===== src/rtl/jsv_spi_pkg.sv =====
// Shared types and command-byte field positions for the SPI register responder.
package jsv_spi_pkg;
  typedef enum logic [1:0] {IDLE, CMD, DATA} state_t;

  localparam int   CMD_ADDR_MSB = 7;
  localparam int   CMD_ADDR_LSB = 3;
  localparam int   CMD_DIR_BIT  = 1;
  localparam logic SPI_WRITE    = 1'b1;
  localparam logic SPI_READ     = 1'b0;
endpackage


===== src/rtl/spi_sync_edge.sv =====
// Multi-flop synchronizer with one-cycle rise/fall event outputs for one SPI pin.
module spi_sync_edge #(
  parameter int   STAGES  = 2,
  parameter logic RST_VAL = 1'b0
) (
  input  logic clk,
  input  logic rst_n,
  input  logic din,
  output logic q,
  output logic rise,
  output logic fall
);
  logic [STAGES-1:0] sync;
  logic              prev;

  always_ff @(posedge clk or negedge rst_n) begin
    if (!rst_n) begin
      sync <= {STAGES{RST_VAL}};
      prev <= RST_VAL;
    end else begin
      sync <= {sync[STAGES-2:0], din};
      prev <= sync[STAGES-1];
    end
  end

  assign q    = sync[STAGES-1];
  assign rise = q & ~prev;
  assign fall = ~q & prev;
endmodule


===== src/rtl/spi_reg_responder.sv =====
// SPI mode-0 responder exposing a byte register file; all pins oversampled on clk_clk.
// Optional SPI_RESP_IRQ_EN adds irq_n driven from status_i masked by the top register.
module spi_reg_responder
  import jsv_spi_pkg::*;
#(
  parameter int ADDR_W      = 5,
  parameter int SYNC_STAGES = 2
) (
  input  logic              clk_clk,
  input  logic              reset_reset_n,
  input  logic              spi_SCLK,
  input  logic              spi_SS_n,
  input  logic              spi_MOSI,
  output logic              spi_MISO,
  output logic              spi_MISO_oe,
  input  logic [7:0]        status_i,
  input  logic [ADDR_W-1:0] loc_addr,
  input  logic              loc_we,
  input  logic [7:0]        loc_wdata,
  output logic [7:0]        loc_rdata,
  output logic              wr_pulse,
  output logic [ADDR_W-1:0] wr_addr
`ifdef SPI_RESP_IRQ_EN
  ,
  output logic              irq_n
`endif
);
  localparam int NUM_REGS = 2**ADDR_W;

  logic [7:0]        regs [NUM_REGS];
  state_t            state;
  logic [2:0]        bit_cnt;
  logic [7:0]        rx_sh, tx_sh, nxt_byte;
  logic [ADDR_W-1:0] addr;
  logic              dir;

  logic sclk_q, sclk_rise, sclk_fall;
  logic ss_q, ss_rise, ss_fall;
  logic mosi_q, mosi_rise, mosi_fall;
  logic unused_ok;

  spi_sync_edge #(.STAGES(SYNC_STAGES), .RST_VAL(1'b0)) u_sclk (
    .clk(clk_clk), .rst_n(reset_reset_n), .din(spi_SCLK),
    .q(sclk_q), .rise(sclk_rise), .fall(sclk_fall));
  spi_sync_edge #(.STAGES(SYNC_STAGES), .RST_VAL(1'b1)) u_ss (
    .clk(clk_clk), .rst_n(reset_reset_n), .din(spi_SS_n),
    .q(ss_q), .rise(ss_rise), .fall(ss_fall));
  spi_sync_edge #(.STAGES(SYNC_STAGES), .RST_VAL(1'b0)) u_mosi (
    .clk(clk_clk), .rst_n(reset_reset_n), .din(spi_MOSI),
    .q(mosi_q), .rise(mosi_rise), .fall(mosi_fall));

  assign unused_ok = &{1'b0, sclk_q, ss_rise, mosi_rise, mosi_fall};

  // Byte as it stands once the current rising edge's bit is shifted in.
  logic [7:0]                           rx_byte;
  logic [CMD_ADDR_MSB-CMD_ADDR_LSB:0]   cmd_field;
  logic [ADDR_W-1:0]                    nxt_addr;
  logic                                 nxt_dir;

  assign rx_byte   = {rx_sh[6:0], mosi_q};
  assign cmd_field = rx_byte[CMD_ADDR_MSB:CMD_ADDR_LSB];
  assign nxt_addr  = (state == CMD) ? cmd_field[ADDR_W-1:0] : addr + 1'b1;
  assign nxt_dir   = (state == CMD) ? rx_byte[CMD_DIR_BIT] : dir;

  assign spi_MISO  = tx_sh[7];
  assign loc_rdata = regs[loc_addr];

  always_ff @(posedge clk_clk or negedge reset_reset_n) begin
    if (!reset_reset_n) begin
      for (int i = 0; i < NUM_REGS; i++) regs[i] <= '0;
      state       <= IDLE;
      bit_cnt     <= '0;
      rx_sh       <= '0;
      tx_sh       <= '0;
      nxt_byte    <= '0;
      addr        <= '0;
      dir         <= SPI_READ;
      spi_MISO_oe <= 1'b0;
      wr_pulse    <= 1'b0;
      wr_addr     <= '0;
    end else begin
      wr_pulse <= 1'b0;
      if (loc_we) regs[loc_addr] <= loc_wdata;
      // Deselect drops any partial byte; the SPI write below overrides a colliding local write.
      if (ss_q) begin
        state       <= IDLE;
        bit_cnt     <= '0;
        tx_sh       <= '0;
        spi_MISO_oe <= 1'b0;
      end else begin
        case (state)
          IDLE: if (ss_fall) begin
            state       <= CMD;
            bit_cnt     <= '0;
            tx_sh       <= status_i;
            spi_MISO_oe <= 1'b1;
          end
          CMD, DATA: begin
            if (sclk_rise) begin
              rx_sh   <= rx_byte;
              bit_cnt <= bit_cnt + 3'd1;
              if (bit_cnt == 3'd7) begin
                if (state == DATA && dir == SPI_WRITE) begin
                  regs[addr] <= rx_byte;
                  wr_pulse   <= 1'b1;
                  wr_addr    <= addr;
                end
                state    <= DATA;
                addr     <= nxt_addr;
                dir      <= nxt_dir;
                nxt_byte <= (nxt_dir == SPI_READ) ? regs[nxt_addr] : 8'h00;
              end
            end else if (sclk_fall) begin
              tx_sh <= (bit_cnt == 3'd0) ? nxt_byte : {tx_sh[6:0], 1'b0};
            end
          end
          default: state <= IDLE;
        endcase
      end
    end
  end

`ifdef SPI_RESP_IRQ_EN
  always_ff @(posedge clk_clk or negedge reset_reset_n) begin
    if (!reset_reset_n) irq_n <= 1'b1;
    else                irq_n <= ~|(status_i & regs[NUM_REGS-1]);
  end
`endif
endmodule

===== config.mk =====
export PLATFORM = sky130hd
export DESIGN_NAME = spi_reg_responder
export DESIGN_NICKNAME = d
export VERILOG_FILES = /design/src/rtl/jsv_spi_pkg.sv /design/src/rtl/spi_sync_edge.sv /design/src/rtl/spi_reg_responder.sv
export SDC_FILE = /design/constraint.sdc
export NUM_CORES = 1
export LEC_CHECK = 0
export ABC_AREA = 1
export CORE_MARGIN = 4
export CORE_UTILIZATION = 50
export DETAILED_ROUTE_END_ITERATION = 8
export DONT_BUFFER_PORTS = 1
export PLACE_DENSITY_LB_ADDON = 0.2
export SLEW_MARGIN = 20
export SYNTH_ARGS = -nofsm -noshare
export SYNTH_HDL_FRONTEND = slang
export SYNTH_SLANG_ARGS = --single-unit

===== constraint.sdc =====
create_clock -name clk_clk -period 3 [get_ports clk_clk]
set_input_delay 0.6 -clock clk_clk [delete_from_list [all_inputs] [get_ports clk_clk]]
set_output_delay 0.6 -clock clk_clk [all_outputs]
set_load 0.005 [all_outputs]

# ---- Word-level counts from Yosys, hierarchy flattened
# Cells that the tools add are included.
dict set report totals {
  wordCells 131
  input_bits 27
  regBits 305
  out_inout_bits 16
}
dict set report classes {
  reduce_logical 16
  n_mux 44
  n_bitwise 9
  n_eq_ne 8
  magnitude_cmp 5
  n_addsub 2
}
# cell count
set op_table {}
lappend op_table {{$mux W256} 6}
lappend op_table {{$bwmux W256} 2}
lappend op_table {{$mux W8} 12}
lappend op_table {{$bmux W8 S5} 2}
lappend op_table {{$demux W8 S5} 2}
lappend op_table {{$ge A6 B6 Y1 const B} 3}
lappend op_table {{$not A5 Y6} 3}
lappend op_table {{$pmux W8 S2} 1}
lappend op_table {{$ne A3 B2 Y1 const B} 5}
lappend op_table {{$lt A6 B1 Y1 const B} 2}
lappend op_table {{$mux W1} 9}
lappend op_table {{$mux W3} 3}
lappend op_table {{$reduce_and A3 Y1} 3}
lappend op_table {{$mux W2} 4}
lappend op_table {{$reduce_and A4 Y1} 2}
lappend op_table {{$pmux W3 S2} 1}
lappend op_table {{$add A5 B1 Y5 const B} 1}
lappend op_table {{$mux W5} 1}
lappend op_table {{$reduce_and A5 Y1} 1}
lappend op_table {{$pmux W2 S2} 1}
lappend op_table {{$reduce_bool A2 Y1} 2}
lappend op_table {{$add A3 B1 Y3 const B} 1}
lappend op_table {{$and A1 B1 Y1} 3}
lappend op_table {{$eq A3 B3 Y1 const B} 1}
lappend op_table {{9 further kinds} 13}

# ---- Longest topological paths before layout
dict set report depth {
  depth_word 13
  ltp_mapped 16
}

# ---- Hierarchy
# A second synthesis with hierarchy kept.
dict set report unflattened {
  cells_unflattened 2690
  hier_area_um2 18735.5
}
# mod cells_each n_inst area_each_um2
set by_module_without_submodules {}
lappend by_module_without_submodules {spi_reg_responder 2669 1 18461.5}
lappend by_module_without_submodules {{spi_sync_edge (u_mosi ...)} 7 2 90.1}
lappend by_module_without_submodules {{spi_sync_edge (u_ss)} 7 1 93.8}

# ---- Worst setup path after synthesis
# OpenSTA, ideal clock, no wires.
dict set report synth_timing {
  path_kind {input-to-output}
  start {in loc_addr[0]}
  end {out loc_rdata[1]}
  required_time_ns 2.400
  setup_slack_ns 0.550
  arrival_time_ns 1.850
  stages 8
  path_cell_list {buf_4 > nor2_2 > clkbuf_1 > buf_2 > a22oi_1 > o211ai_1 > nand2_1 > nand4_1}
}
dict set report synth_between {
  elab_chain_len 4
}
# item line_no
set synth_lines {}
lappend synth_lines {{from (decl)} spi_reg_responder.sv:17} ;# input logic [ADDR_W-1:0] loc_addr,
lappend synth_lines {{$not A5 Y6 (not written as such)} spi_reg_responder.sv:66} ;# assign loc_rdata = regs[loc_addr];
lappend synth_lines {{$bmux W8 S5} spi_reg_responder.sv:66}
lappend synth_lines {{$mux W8 (not written as such) (2 in series)} spi_reg_responder.sv:66}
lappend synth_lines {{to (decl)} spi_reg_responder.sv:20} ;# output logic [7:0] loc_rdata,
# No other way between the ends. The select of a mux whose other input is x is not followed.

# ---- Final worst setup path
dict set report layout_timing {
  start {reg rx_sh[3]}
  end {reg nxt_byte[2]}
}
dict set report layout_between {
  elab_chain_len 6
}
# item line_no
set layout_lines {}
lappend layout_lines {{from (decl)} spi_reg_responder.sv:33} ;# logic [7:0] rx_sh, tx_sh, nxt_byte;
lappend layout_lines {{from (signal assigned)} spi_reg_responder.sv:100} ;# rx_sh <= rx_byte;
lappend layout_lines {{$mux W5} spi_reg_responder.sv:62} ;# assign nxt_addr = (state == CMD) ? cmd_field[ADDR_W-1:0] : addr + 1'b1;
lappend layout_lines {{$not A5 Y6 (not written as such)} spi_reg_responder.sv:111} ;# nxt_byte <= (nxt_dir == SPI_READ) ? regs[nxt_addr] : 8'h00;
lappend layout_lines {{$bmux W8 S5} spi_reg_responder.sv:111}
lappend layout_lines {{$mux W8 (not written as such) (2 in series)} spi_reg_responder.sv:111}
lappend layout_lines {{$mux W8} spi_reg_responder.sv:111}
lappend layout_lines {{to (signal assigned)} spi_reg_responder.sv:111}
lappend layout_lines {{to (decl)} spi_reg_responder.sv:33}
# No other way between the ends. The select of a mux whose other input is x is not followed.
# A chain may end at the register's enable or synchronous reset.

==> metrics.txt <==
Die X=203 um; period utilization=93.7%; clock root buffer=clkbuf_16; Final ANT Viol Nets=0; Clock Path Buffers=3; FF+latch count, synth=305; Setup TNS=0 ns; die height=203 um; fraction of registers with async set/reset=100%; Yosys Warn Count=0; total congestion overflow=0; top-area cell type share of the netlist area=around 40%; # setup viols final=0; NumNets Final=about 2,700; clk_lat worst skew=0.56 ns; first-pass GRT wire length=roughly 120 mm; drt wl/cell=24.3 um; Post-synth top cells=nand2_1 (914), nand3_1 (471), o21ai_0 (375); violated checks=design-rule violations, negative hold slack; unrepaired setup endpoints after global routing=no; Leak Pwr=10.1 nW; hold crit path type=primary input to asynchronous set/reset pin; CP max stage cell=buf_4; largest net degree at the start of global routing=306; dominant cells by area after synthesis=dfrtp_1 (40%), nand2_1 (18%), nand3_1 (12%); vias per cell=6.35; layout cell share with drive strength beyond 1=8.35%; Post-Place Setup Slack=0.274 ns; core area=between 30,000 and 40,000 um2; dpl hpwl=roughly 49 mm; vias in the first global route=around 19,000; placed insts=3,137; status=finished, violations left; Crit. End Element=flop; ys flop type=dfrtp_1; Area Overhead vs Synth=10.1%; crit-path cells=inv_1 -> buf_4 -> nand2_1 -> o21ai_4 -> buf_12 -> nand3_1 -> nand3_1 -> nand3_1 -> nand2_1 -> nand2_1 -> nand3_1 -> nand2_1; min Tclk post-route=approximately 2.8 ns; final wirelength=about 80 mm; top-count cell post-synth=nand2_1; CTS clk-pin slew, worst paths=~0.060 ns; Layout Cells excl Fill=3,207; crit-path leading delay family=buffers and inverters; DR vias=20,400; worst path buffer plus inverter count=3; drt drc=3; Slew @ Worst Pin=0.981 ns; Mapped Avg Cell Area=6.95 um2; Post-CTS Setup Inserts=0; Setup Skew=about 0.017 ns; Tot GR Track Use=a little under two fifths; flop2flop setup slack=0.19 ns; I/O pin count=43; Max Clock Freq=356 MHz; GPL Wtd Cong=1.01; starting density of the core=50.5%; CTS Sinks=~310; # H-tree levels=2; Syn Nets=2,771; die area=41,100 um2; post-synth top area cell=dfrtp_1; antenna violations before repair=2; Total Power=approximately 17 mW; worst endpoint required time=3.44 ns; drt first pass iters=9; post-synthesis cell count=2,732; fin worst setup slack=0.189 ns; Mapped Area=19,000 um2; CTS tree=done; PD cells=about 800 nW/um2; critical path type=flop to flop; crit path max fanout=40; # Max-Cap Violations=0; CP startpoint kind=flop; Cell variety after synth=35; peak supply drop=0.000508 V; Post-synth EDFFs=0; clock buffers created by TritonCTS=38; CP max stage delay=0.56 ns; FILL cells=3,589; Final Hold Fails=just over 300; Worst Path Arrival=roughly 3.3 ns; I/O Buffers=0; Rows=71; count of pins over their slew limit=0; Slew HR=34.5%; DR iter-0 viols=2,831; sequential area share after synthesis=roughly two fifths; hold_ws=-0.244 ns
-- cell families (layout without fill, tap and decap cells) --
logic type,count (synthesis),count (layout),synth area share (%)
and+or+nand+nor,1467,1467,33.5
AOI/OAI and AO/OA,659,660,18.7
DFF,305,305,40.2
buffers and inverters,289,251,6.78
adders and majority gates,12,12,0.791
other,0,1,0
-- path summary, 6_finish.rpt --
path | from | end | cells after the start
hold / removal | reset_reset_n | regs[78]$_DFF_PN0_ | 0
max in group asynchronous | reset_reset_n | regs[220]$_DFF_PN0_ | 0
setup reg to reg | rx_sh[3]$_DFFE_PN0P_ | nxt_byte[2]$_DFFE_PN0P_ | 12
setup / recovery | rx_sh[3]$_DFFE_PN0P_ | nxt_byte[2]$_DFFE_PN0P_ | 12
min in group clk_clk | spi_SS_n | u_ss.sync[0]$_DFF_PN1_ | 0
hold reg to reg | u_sclk.sync[0]$_DFF_PN0_ | u_sclk.sync[1]$_DFF_PN0_ | 0
-- report_power, final --
group	leakage, nW	internal, mW	switching [mW]
registers	3.54	5.05	0.935
logic	5.87	2.06	4.33
clock network	0.637	2.96	1.88
total	10.1	10.1	7.15
-- through the flow --
step           hold WS (ns)  utilization [%]  instance area [um2]
5_1_grt              -0.257             55.6                20900
3_3_place_gp          0.325             52.1                19600
3_5_place_dp          0.321             52.1                19600
6_report             -0.244             55.6                20900
4_1_cts              -0.256             55.6                20900
2_1_floorplan         0.304                -                19000
-- layout make-up --
class / count / area, um2 / share of cell area (%)
Clock buffer: 54 / 1090 / 5.23
Sequential cell: 305 / 7640 / 36.5
Multi-Input combinational cell: 2139 / 10100 / 48.4
Timing Repair Buffer: 100 / 901 / 4.31
Inverter: 83 / 314 / 1.50
Antenna cell: 1 / 2.50 / 0.0120
Clock inverter: 14 / 201 / 0.964
Tap cell: 511 / 639 / 3.06
-- layer usage --
metal	vias to the layer above	global-route usage, %	wire, um
li1	9148	-	-
met1	9558	51.3	31200
met2	1344	54.1	32700
met3	304	9.20	9130
met4	0	19.2	4750
met5	-	0	0
-- worst register-to-register path, delay by kind of cell, from the launching register on --
kind,cells,cell delay (ns)
buf+inv,3,1.07
flops,1,0.40
simple gates,8,1.07
compound gates,1,0.14
-- sequential cells by signal (all words and copies together) (netlist names) --
register and flops:
addr 5, bit_cnt 3, dir 1, nxt_byte 8
regs 256, rx_sh 7, spi_MISO_oe 1, state 2
tx_sh 8, u_mosi.sync 2, u_sclk.prev 1, u_sclk.sync 2
u_ss.prev 1, u_ss.sync 2, wr_addr 5, wr_pulse 1
-- layout by cell type, fill, tap and decap left out, types with 12 or more instances in the layout --
cell type | netlist | layout
nand2_1 | 914 | 913
nand3_1 | 471 | 471
o21ai_0 | 375 | 374
dfrtp_1 | 302 | 302
o21ai_1 | 176 | 176
buf_4 | 22 | 88
inv_1 | 68 | 66
a22oi_1 | 64 | 64
clkbuf_16 | 0 | 39
nor2_1 | 29 | 28
o211ai_1 | 24 | 24
inv_2 | 13 | 14
ha_1 | 12 | 12
buf_12 | 0 | 12
-- repair_timing --
item                                    CTS  global route
resized for setup                         0             0
hold endpoints to repair                305           302
endpoints found under the setup margin    0             1
Power figures use the tool's default switching activity.
